## src/rtl/decode_stage.sv

```systemverilog
// decode_stage: registered RV32I instruction decoder between fetch and execute.
//
// Decodes the incoming instruction word into ALU/comparator/writeback/store
// control fields plus a sign-extended immediate, and holds the result in a
// valid/ready pipeline register. Load-use hazards against the held bundle
// insert a one-cycle bubble. A branch flush kills both the held and the
// incoming instruction.
//
// Optional feature macro: DECODE_ILLEGAL_TRAP_EN
//   defined   : illegal encodings give a valid bundle flagged o_illegal = 1
//   undefined : illegal encodings decode as addi x0, x0, 0 and o_illegal = 0
//
// Ports:
//   i_clk, i_rst_n          clock, asynchronous active-low reset
//   i_valid / o_ready       upstream handshake (o_ready ignores i_valid)
//   i_instr, i_pc           instruction word and its PC
//   i_flush                 taken branch/jump, kills held and incoming
//   o_valid / i_ready       downstream handshake
//   o_pc, o_rs1, o_rs2, o_rd, o_imm                    registered operands
//   o_alu_op                {funct7[5] for SUB/SRA/SRAI, funct3}, else ADD
//   o_alu_sel1              0 = rs1, 1 = PC, 2 = zero
//   o_alu_sel2              0 = rs2, 1 = immediate
//   o_cmp_op                branch funct3, 0 for non-branches
//   o_is_branch, o_is_jump, o_is_store, o_wb_en, o_wb_sel (0 ALU/1 mem/2 PC+4)
//   o_store_mask, o_mem_funct3, o_illegal

`ifndef ALUOP_WIDTH
`define ALUOP_WIDTH 4
`endif
`ifndef CMPOP_WIDTH
`define CMPOP_WIDTH 3
`endif

module decode_stage #(
  parameter int XLEN    = 32,
  parameter int RF_AW   = 5,
  parameter int ALUOP_W = `ALUOP_WIDTH,
  parameter int CMPOP_W = `CMPOP_WIDTH
) (
  input  logic               i_clk,
  input  logic               i_rst_n,
  input  logic               i_valid,
  output logic               o_ready,
  input  logic [31:0]        i_instr,
  input  logic [XLEN-1:0]    i_pc,
  input  logic               i_flush,
  output logic               o_valid,
  input  logic               i_ready,
  output logic [XLEN-1:0]    o_pc,
  output logic [RF_AW-1:0]   o_rs1,
  output logic [RF_AW-1:0]   o_rs2,
  output logic [RF_AW-1:0]   o_rd,
  output logic [XLEN-1:0]    o_imm,
  output logic [ALUOP_W-1:0] o_alu_op,
  output logic [1:0]         o_alu_sel1,
  output logic [1:0]         o_alu_sel2,
  output logic [CMPOP_W-1:0] o_cmp_op,
  output logic               o_is_branch,
  output logic               o_is_jump,
  output logic               o_is_store,
  output logic               o_wb_en,
  output logic [1:0]         o_wb_sel,
  output logic [3:0]         o_store_mask,
  output logic [2:0]         o_mem_funct3,
  output logic               o_illegal
);

  logic [6:0]         opcode;
  logic [2:0]         funct3;
  logic [6:0]         funct7;
  logic [31:0]        imm_i, imm_s, imm_b, imm_u, imm_j;

  logic               legal;
  logic [RF_AW-1:0]   d_rs1, d_rs2, d_rd;
  logic [31:0]        d_imm;
  logic [3:0]         d_alu;
  logic [1:0]         d_sel1, d_sel2, d_wb_sel;
  logic [2:0]         d_cmp, d_mem_f3;
  logic               d_branch, d_jump, d_store, d_writes, d_wb_en, d_illegal;
  logic [3:0]         d_mask;
  logic               hazard;

  assign opcode = i_instr[6:0];
  assign funct3 = i_instr[14:12];
  assign funct7 = i_instr[31:25];

  assign imm_i = {{20{i_instr[31]}}, i_instr[31:20]};
  assign imm_s = {{20{i_instr[31]}}, i_instr[31:25], i_instr[11:7]};
  assign imm_b = {{19{i_instr[31]}}, i_instr[31], i_instr[7], i_instr[30:25],
                  i_instr[11:8], 1'b0};
  assign imm_u = {i_instr[31:12], 12'h000};
  assign imm_j = {{11{i_instr[31]}}, i_instr[31], i_instr[19:12], i_instr[20],
                  i_instr[30:21], 1'b0};

  // Combinational decode. Defaults are the addi x0, x0, 0 controls so that
  // any field a format does not use reads as zero, and an illegal encoding
  // can simply fall back to the defaults.
  always_comb begin
    legal    = 1'b0;
    d_rs1    = '0;
    d_rs2    = '0;
    d_rd     = '0;
    d_imm    = '0;
    d_alu    = 4'd0;
    d_sel1   = 2'd0;
    d_sel2   = 2'd1;
    d_cmp    = 3'd0;
    d_branch = 1'b0;
    d_jump   = 1'b0;
    d_store  = 1'b0;
    d_writes = 1'b0;
    d_wb_sel = 2'd0;
    d_mask   = 4'b0000;
    d_mem_f3 = 3'd0;
    case (opcode)
      7'b0110111: begin // LUI: zero + imm
        legal = 1'b1; d_rd = RF_AW'(i_instr[11:7]); d_imm = imm_u;
        d_sel1 = 2'd2; d_writes = 1'b1;
      end
      7'b0010111: begin // AUIPC: pc + imm
        legal = 1'b1; d_rd = RF_AW'(i_instr[11:7]); d_imm = imm_u;
        d_sel1 = 2'd1; d_writes = 1'b1;
      end
      7'b1101111: begin // JAL: ALU forms the target, rd gets PC+4
        legal = 1'b1; d_rd = RF_AW'(i_instr[11:7]); d_imm = imm_j;
        d_sel1 = 2'd1; d_jump = 1'b1; d_writes = 1'b1; d_wb_sel = 2'd2;
      end
      7'b1100111: begin // JALR
        legal = (funct3 == 3'd0); d_rd = RF_AW'(i_instr[11:7]);
        d_rs1 = RF_AW'(i_instr[19:15]); d_imm = imm_i;
        d_jump = 1'b1; d_writes = 1'b1; d_wb_sel = 2'd2;
      end
      7'b1100011: begin // branches: ALU forms pc + imm, comparator uses funct3
        legal = (funct3 != 3'd2) && (funct3 != 3'd3);
        d_rs1 = RF_AW'(i_instr[19:15]); d_rs2 = RF_AW'(i_instr[24:20]);
        d_imm = imm_b; d_sel1 = 2'd1; d_cmp = funct3; d_branch = 1'b1;
      end
      7'b0000011: begin // loads
        legal = (funct3 != 3'd3) && (funct3 != 3'd6) && (funct3 != 3'd7);
        d_rd = RF_AW'(i_instr[11:7]); d_rs1 = RF_AW'(i_instr[19:15]);
        d_imm = imm_i; d_writes = 1'b1; d_wb_sel = 2'd1; d_mem_f3 = funct3;
      end
      7'b0100011: begin // stores; mask is unshifted, byte lane 0 upward
        legal = (funct3 <= 3'd2);
        d_rs1 = RF_AW'(i_instr[19:15]); d_rs2 = RF_AW'(i_instr[24:20]);
        d_imm = imm_s; d_store = 1'b1; d_mem_f3 = funct3;
        d_mask = (funct3 == 3'd0) ? 4'b0001 :
                 (funct3 == 3'd1) ? 4'b0011 : 4'b1111;
      end
      7'b0010011: begin // OP-IMM; shifts constrain imm[11:5]
        legal = (funct3 == 3'd1) ? (funct7 == 7'h00) :
                (funct3 == 3'd5) ? ((funct7 == 7'h00) || (funct7 == 7'h20)) :
                1'b1;
        d_rd = RF_AW'(i_instr[11:7]); d_rs1 = RF_AW'(i_instr[19:15]);
        d_imm = imm_i; d_writes = 1'b1;
        d_alu = {(funct3 == 3'd5) && i_instr[30], funct3};
      end
      7'b0110011: begin // OP; funct7 = 0x20 only for SUB and SRA
        legal = (funct7 == 7'h00) ||
                ((funct7 == 7'h20) && ((funct3 == 3'd0) || (funct3 == 3'd5)));
        d_rd = RF_AW'(i_instr[11:7]); d_rs1 = RF_AW'(i_instr[19:15]);
        d_rs2 = RF_AW'(i_instr[24:20]); d_sel2 = 2'd0; d_writes = 1'b1;
        d_alu = {i_instr[30], funct3};
      end
      default: legal = 1'b0;
    endcase

    if (!legal) begin
      d_rs1    = '0;
      d_rs2    = '0;
      d_rd     = '0;
      d_imm    = '0;
      d_alu    = 4'd0;
      d_sel1   = 2'd0;
      d_sel2   = 2'd1;
      d_cmp    = 3'd0;
      d_branch = 1'b0;
      d_jump   = 1'b0;
      d_store  = 1'b0;
      d_writes = 1'b0;
      d_wb_sel = 2'd0;
      d_mask   = 4'b0000;
      d_mem_f3 = 3'd0;
    end

    d_wb_en = d_writes && (d_rd != '0);
`ifdef DECODE_ILLEGAL_TRAP_EN
    d_illegal = !legal;
`else
    d_illegal = 1'b0;
`endif
  end

  // Load-use: the held bundle is a load whose result the incoming
  // instruction needs. Unused source fields decode to x0 and never match.
  assign hazard = o_valid && (o_wb_sel == 2'd1) && (o_rd != '0) &&
                  ((d_rs1 == o_rd) || (d_rs2 == o_rd));

  assign o_ready = i_rst_n && !hazard && (!o_valid || i_ready);

  // Pipeline register. Flush beats hold beats the hazard bubble; a flushed
  // or bubbled cycle only clears o_valid, data fields are left as they are.
  always_ff @(posedge i_clk or negedge i_rst_n) begin
    if (!i_rst_n) begin
      o_valid      <= 1'b0;
      o_pc         <= '0;
      o_rs1        <= '0;
      o_rs2        <= '0;
      o_rd         <= '0;
      o_imm        <= '0;
      o_alu_op     <= '0;
      o_alu_sel1   <= '0;
      o_alu_sel2   <= '0;
      o_cmp_op     <= '0;
      o_is_branch  <= 1'b0;
      o_is_jump    <= 1'b0;
      o_is_store   <= 1'b0;
      o_wb_en      <= 1'b0;
      o_wb_sel     <= '0;
      o_store_mask <= '0;
      o_mem_funct3 <= '0;
      o_illegal    <= 1'b0;
    end else if (i_flush) begin
      o_valid <= 1'b0;
    end else if (o_valid && !i_ready) begin
      o_valid <= 1'b1;
    end else if (hazard) begin
      o_valid <= 1'b0;
    end else if (i_valid) begin
      o_valid      <= 1'b1;
      o_pc         <= i_pc;
      o_rs1        <= d_rs1;
      o_rs2        <= d_rs2;
      o_rd         <= d_rd;
      o_imm        <= XLEN'($signed(d_imm));
      o_alu_op     <= ALUOP_W'(d_alu);
      o_alu_sel1   <= d_sel1;
      o_alu_sel2   <= d_sel2;
      o_cmp_op     <= CMPOP_W'(d_cmp);
      o_is_branch  <= d_branch;
      o_is_jump    <= d_jump;
      o_is_store   <= d_store;
      o_wb_en      <= d_wb_en;
      o_wb_sel     <= d_wb_sel;
      o_store_mask <= d_mask;
      o_mem_funct3 <= d_mem_f3;
      o_illegal    <= d_illegal;
    end else begin
      o_valid <= 1'b0;
    end
  end

endmodule

```

## config.mk

```make
export PLATFORM = sky130hd
export DESIGN_NAME = decode_stage
export DESIGN_NICKNAME = d
export VERILOG_FILES = /design/src/rtl/decode_stage.sv
export SDC_FILE = /design/constraint.sdc
export NUM_CORES = 1
export LEC_CHECK = 0
export BUFFER_PORTS_ARGS = -buffer_cell sky130_fd_sc_hd__clkbuf_2
export CAP_MARGIN = 15
export CORE_MARGIN = 3
export CORE_UTILIZATION = 55
export DETAILED_ROUTE_END_ITERATION = 8
export PLACE_DENSITY = 0.95
export SETUP_SLACK_MARGIN = 0.05
export SYNTH_ARGS = -nofsm -noshare
export SYNTH_HDL_FRONTEND = slang
export SYNTH_SLANG_ARGS = --single-unit
```

## constraint.sdc

```tcl
create_clock -name i_clk -period 4.3 [get_ports i_clk]
set_input_delay 0.215 -clock i_clk [delete_from_list [all_inputs] [get_ports i_clk]]
set_output_delay 0.215 -clock i_clk [all_outputs]
set_load 0.02 [all_outputs]
```

==> impl_metrics.yaml, run 1 <==
grt:
  grt_util_met1_pct: 32.1
  antenna_found_initial: 0
  gr-usage-met2_pct: 41.7
  groute.layer.met3.usage_pct: 6.22
  grt_max_degree: 71
  grt.total_usage_pct: 24.8
  grt_pass1_vias: 4152
  grt_pass1_wl_mm: 20.3
  grt_busiest_layer: "met2"
  grt.overflow.total: 0
routing:
  postRouteAntennaNets: 0
  viasPerCell: 5.69
  dr_total_vias: 4287
  drc_errors: 0
  drt-total-wl_mm: 13.2
  drtIter0Drc: 251
  wl_per_cell_um: 17.5
  drt-pass1-iter-count: 5
timing:
  slew_headroom_pct: 26.1
  fmax_mhz: 309
  period_needed_ns: 3.24
  drv_slew: 0
  post-route-period-util_pct: 75.3
  hold_ws_ns: 0.0153
  report.final.setup_viol: 0
  rsz0062_at_grt: "false"
  skew_ns: 0.0141
  fin_tns_setup_ns: 0
  layout_setup_ws_ns: 1.06
  finalHoldViolCount: 0
  tightestPinTransition_ns: 1.11
clocking:
  post_cts_buffers: 0
  htreeDepth: 3
  worstSkewPairLatency_ns: 0.37
  tritoncts.num_buffers: 9
  cts_buffer_depth: 2
  cts_tree: "built"
  clk_pin_slew_ns: 0.10
  cts-root-buf: "clkbuf_8"
  clock-sinks: 101
logic_synthesis:
  synth_cell_type_count: 61
  avgSynthCellArea_sq_um: 10.7
  synth_cells: 483
  ys.flop_type: "dfrtp_1"
  synth_edf_count: 0
  yosysWarnings: 0
  ys_ff_latch: 101
  syn_area_sq_um: 5170
  synthArstFlopShare_pct: 100
  yosysSeqAreaShare_pct: 48.8
worst_setup_path:
  crit_arrival_ns: 3.02
  crit_required_ns: 4.09
  critPathMaxFanout: 10
  startpoint_type: "register"
  cp-end-kind: "primary output"
  worstSetupPathType: "reg2out"
pwr:
  p_int_w: 0.00133
  clockPowerShare_pct: 28.8
  p_leak_nw: 3.00
  ir_drop_mv: 0.215
  comb_power_share_pct: 17.1
  seqPwrFrac_pct: 54.1
  p_sw_w: 0.000566
  p_sw_share_pct: 29.8
  p_per_area_nw_per_um2: 307
layout:
  area_growth_pct: 19.8
  instances_no_fill: 754
  fin_nets: 710
  final_area_sq_um: 6200
  antenna_cells: 0
  fill_cells: 692
  drive_above_1_share_pct: 30.7
die:
  die_h_um: 103
  die_w_um: 103
  core_area_sq_um: 8930
  initial_utilization_pct: 57.9
  num_rows: 34
  die_area_sq_um: 10600
  ioPinCount: 175
worst_hold_path:
  hp-class: "in2reg"
run:
  cap_violations: 0
placed_design:
  pre_cts_ws_ns: 0.933
  place_congestion: 0.952
  io_buffer_count: 172
  placed_cells: 737
  dp_hpwl_mm: 10.0
  post_dp_cell_area_sq_um: 6020
outcome:
  status: "finished, final reports clean"
[power groups by stage]
| stage | sequential, W | combinational, W | clock (W) |
|---|---|---|---|
| floorplan | 0.00111 | 0.000125 | 0 |
| global placement | 0.00104 | 0.000317 | 0 |
| detailed placement | 0.00105 | 0.000328 | 0 |
| CTS | 0.00103 | 0.000329 | 0.000559 |
| global route | 0.00104 | 0.000353 | 0.000602 |
| finish | 0.00103 | 0.000325 | 0.000547 |
[worst max-delay path: stages, from the launching register on]
cell      delay, ns
dfrtp_1        0.53
or3_1          0.44
or4_1          0.44
a211o_1        0.31
a21oi_1        0.17
o211ai_1       0.21
o41a_1         0.19
and4_1         0.21
clkbuf_2       0.16
[sequential cells by signal (all words and copies together) (netlist names), 2 cells and up]
name	count
o_cmp_op	3
o_pc	32
o_wb_sel	2
o_rs1	5
o_alu_op	4
o_mem_funct3	3
o_alu_sel1	2
o_imm	32
o_rd	5
o_store_mask	2
o_rs2	5
[placed cells by master (no fill, tap or decap), types with 6 or more instances in the layout]
cell | Yosys | final
a21oi_1 | 29 | 29
clkbuf_2 | 0 | 171
clkbuf_8 | 0 | 9
dfrtp_1 | 101 | 101
inv_1 | 35 | 35
mux2_1 | 67 | 67
mux2i_1 | 32 | 32
nand2_1 | 54 | 54
nand3_1 | 6 | 6
nor2_1 | 36 | 36
nor3_1 | 7 | 7
o21ai_0 | 9 | 9
[worst paths after layout]
path                        startpoint           to  slack (ns)  cells past startpoint
max                            o_rd[0]      o_ready        1.06                      8
min                            i_flush      o_valid        0.02                      2
max reg2reg                    o_rd[0]     o_pc[29]        1.15                      9
min reg2reg                o_cmp_op[2]  o_cmp_op[2]        0.49                      1
max in group asynchronous      i_rst_n     o_rs2[0]        2.77                      3
min in group asynchronous      i_rst_n     o_imm[7]        0.39                      2
[layout make-up]
class                           instances  area (sq um)  share of cell area (%)
Sequential cell                       101          2530                    40.8
Inverter                               35           131                    2.12
Clock inverter                          5          37.5                   0.606
Multi-Input combinational cell        318          2330                    37.5
Clock buffer                           11           131                    2.12
Tap cell                              108           135                    2.18
Timing Repair Buffer                  176           908                    14.7
[stage by stage]
stage,utilization (%),power [W]
final,69.4,0.00190
after global routing,69.4,0.00199
after global placement,67.4,0.00136
after CTS,69.4,0.00192
after detailed placement,67.4,0.00138
after floorplan,-,0.00124
[timing repair]
item,in CTS,in global routing
hold buffers,1,0
gates resized for setup,0,0
hold endpoints to repair,44,0
[cell families after synthesis]
family	Yosys count	synth area share (%)
buffers and inverters	65	6.48
AND/OR/NAND/NOR	142	13.4
AO/OA/AOI/OAI	70	9.62
other	1	0.0725
XOR/XNOR	5	0.846
multiplexers	99	20.8
flip-flops	101	48.8
[per-layer routing]
metal	share of wire, %	routed length [um]
met5	0	0
met4	1.3	173
met3	9.0	1200
met2	49	6540
met1	40	5310
[synthesized netlist by cell type (2+ instances only)]
| cell type | count | area (sq um) |
|---|---|---|
| mux2i_1 | 32 | 320 |
| nand2_1 | 54 | 203 |
| o21ai_1 | 2 | 10.0 |
| nand4bb_1 | 2 | 22.5 |
| nand2b_1 | 2 | 12.5 |
| clkbuf_1 | 11 | 41.3 |
| a211o_1 | 2 | 17.5 |
| xnor2_1 | 4 | 35.0 |
| a21oi_1 | 29 | 145 |
| or3_1 | 2 | 12.5 |
| o21ai_0 | 9 | 45.0 |
| buf_2 | 4 | 20.0 |
| and3b_1 | 3 | 26.3 |
| inv_1 | 35 | 131 |
| dfrtp_1 | 101 | 2530 |
| nand3_1 | 6 | 30.0 |
| nor2_1 | 36 | 135 |
| buf_6 | 8 | 90.1 |
| o21a_1 | 2 | 15.0 |
| buf_4 | 7 | 52.6 |
| nand3b_1 | 5 | 37.5 |
| nor3_1 | 7 | 35.0 |
| or2_2 | 3 | 18.8 |
| mux2_1 | 67 | 754 |
| and3_1 | 3 | 18.8 |
| or4_1 | 4 | 30.0 |
| a22oi_1 | 5 | 37.5 |
| nor2b_1 | 5 | 31.3 |
Power figures use the tool's default switching activity.
==> run 2, diff against run 1 <==
--- a/config.mk
+++ b/config.mk
@@ -8,9 +8,9 @@
 export BUFFER_PORTS_ARGS = -buffer_cell sky130_fd_sc_hd__clkbuf_2
 export CAP_MARGIN = 15
 export CORE_MARGIN = 3
-export CORE_UTILIZATION = 55
+export CORE_UTILIZATION = 51
 export DETAILED_ROUTE_END_ITERATION = 8
-export PLACE_DENSITY = 0.95
+export PLACE_DENSITY = 0.92
 export SETUP_SLACK_MARGIN = 0.05
 export SYNTH_ARGS = -nofsm -noshare
 export SYNTH_HDL_FRONTEND = slang
==> constraint.sdc (replaced) <==
create_clock -name i_clk -period 3.1 [get_ports i_clk]
set_input_delay 0.155 -clock i_clk [delete_from_list [all_inputs] [get_ports i_clk]]
set_output_delay 0.155 -clock i_clk [all_outputs]
set_load 0.02 [all_outputs]
==> impl_metrics.yaml, run 2 (same netlist as run 1, synthesis figures left out) <==
outcome:
  status: "finished, final reports clean"
grt:
  grt_max_degree: 56
  grt.total_usage_pct: 24.3
  grt_pass1_wl_mm: 22.1
  grt_pass1_vias: 4438
  antenna_found_initial: 0
  grt.overflow.total: 0
die:
  core_area_sq_um: 9820
  die_h_um: 107
  ioPinCount: 175
  die_area_sq_um: 11400
  initial_utilization_pct: 52.7
  num_rows: 36
  die_w_um: 107
worst_setup_path:
  worstSetupPathType: "reg2out"
  crit_family: "simple AND/OR/NAND/NOR gates"
  crit_arrival_ns: 2.76
  critPathMaxFanout: 4
  critPathSlowestCell: "or4_4"
  startpoint_type: "register"
  crit_required_ns: 2.94
  critical_path.cell_chain: "or3_1, or4_4, a211o_1, a21oi_1, o211ai_1, o41a_1, and4_1, clkbuf_2"
  worstSetupStartpoint: "o_rd[0]"
  timing.rr.start: "o_rd[0]"
  cp-end-kind: "primary output"
  max_stage_delay_ns: 0.43
  cp_num_buf_inv: 1
layout:
  fin_util_pct: 67.4
  mostFrequentLayoutCell: "clkbuf_2"
  antenna_cells: 0
  drive_above_1_share_pct: 32.4
  final_cell_mix: "171 x clkbuf_2, 100 x dfrtp_1, 67 x mux2_1"
  fin_nets: 744
  largest_registers: "o_imm x32, o_pc x32"
  area_growth_pct: 27.9
  final_area_sq_um: 6620
routing:
  drt-pass1-iter-count: 5
  drtIter0Drc: 270
  postRouteAntennaNets: 0
  viasPerCell: 5.45
  drc_errors: 0
  dr_total_vias: 4430
  wl_per_cell_um: 16.7
  drt-total-wl_mm: 13.6
worst_hold_path:
  hp-class: "in2reg"
  hold_path_startpoint: "i_pc[30]"
timing:
  rsz0062_at_grt: "false"
  fin_tns_setup_ns: 0
  finalHoldViolCount: 0
  period_needed_ns: 2.92
  post-route-period-util_pct: 94.2
  tightestPinTransition_ns: 0.842
  report.final.setup_viol: 0
  fmax_mhz: 342
  slew_headroom_pct: 43.7
  skew_ns: 0.00406
  drv_slew: 0
pwr:
  clockPowerShare_pct: 34.4
  seqPwrFrac_pct: 49.0
  ir_drop_mv: 0.257
  p_sw_share_pct: 26.8
  p_per_area_nw_per_um2: 441
  comb_power_share_pct: 16.6
  p_sw_w: 0.000781
  p_int_w: 0.00214
  p_leak_nw: 3.19
placed_design:
  post_dp_cell_area_sq_um: 6170
  place_congestion: 0.908
  io_buffer_count: 172
  dp_hpwl_mm: 10.2
clocking:
  clock-sinks: 101
  cts_buffer_depth: 2
  tritoncts.num_buffers: 9
  htreeDepth: 3
  cts_tree: "built"
  clk_pin_slew_ns: 0.09
  worstSkewPairLatency_ns: 0.36
  cts-root-buf: "clkbuf_8"
run:
  cap_violations: 0
-- run 2: layout make-up --
class,count,area (sq um)
timing repair buffer,210,1220
inverter,35,131
multi-input combinational,318,2330
clock inverter,6,110
clock buffer,10,138
fill,805,3200
tap,133,166
sequential,101,2530
-- run 2: path summary, 6_finish.rpt --
path	to	slack, ns	depth (start not counted)
max	o_ready	0.18	8
min	o_pc[30]	0.02	2
max reg2reg	o_pc[4]	0.22	8
min reg2reg	o_pc[23]	0.49	1
max in group asynchronous	o_rd[2]	1.98	3
min in group asynchronous	o_imm[25]	0.17	2
-- run 2: what timing repair did --
item	CTS	global route
setup endpoints to repair	0	3
hold buffers	17	0
buffers inserted	0	3
resized for setup	0	2
endpoints found under the hold margin	26	0
-- run 2: per-stage QoR --
| step | hold slack, ns | total power [W] | instances | setup WS [ns] |
|---|---|---|---|---|
| after global routing | 0.00613 | 0.00304 | 813 | 0.0462 |
| after CTS | 0.000404 | 0.00294 | 810 | 0.129 |
| after floorplan | -0.141 | 0.00172 | 484 | 0.225 |
| after detailed placement | 0.0122 | 0.00192 | 777 | 0.0186 |
| final | 0.0163 | 0.00292 | 813 | 0.180 |
| after global placement | 0.0132 | 0.00190 | 777 | 0.131 |
-- run 2: worst register-to-register path: cells and delay by family, from the launching register on --
kind            cells  cell delay, ns
simple gates        3            0.94
compound gates      3            0.80
flops               1            0.42
mux                 1            0.37
buf+inv             1            0.23
-- run 2: power by group through the flow --
| stage | Combinational [W] | Clock, W | Sequential, W |
|---|---|---|---|
| after floorplan | 0.000173 | 0 | 0.00154 |
| after global placement | 0.000452 | 0 | 0.00145 |
| after detailed placement | 0.000467 | 0 | 0.00145 |
| after CTS | 0.000486 | 0.00103 | 0.00143 |
| after global routing | 0.000524 | 0.00108 | 0.00144 |
| final | 0.000484 | 0.00100 | 0.00143 |
-- run 2: metal layers --
metal / wire [um] / vias to the layer above / GRT usage [%]
li1: - / 2042 / -
met1: 5590 / 2183 / 31.3
met2: 6710 / 175 / 41.4
met4: 369 / 0 / 7.95
met3: 897 / 30 / 4.82
met5: 0 / - / 0
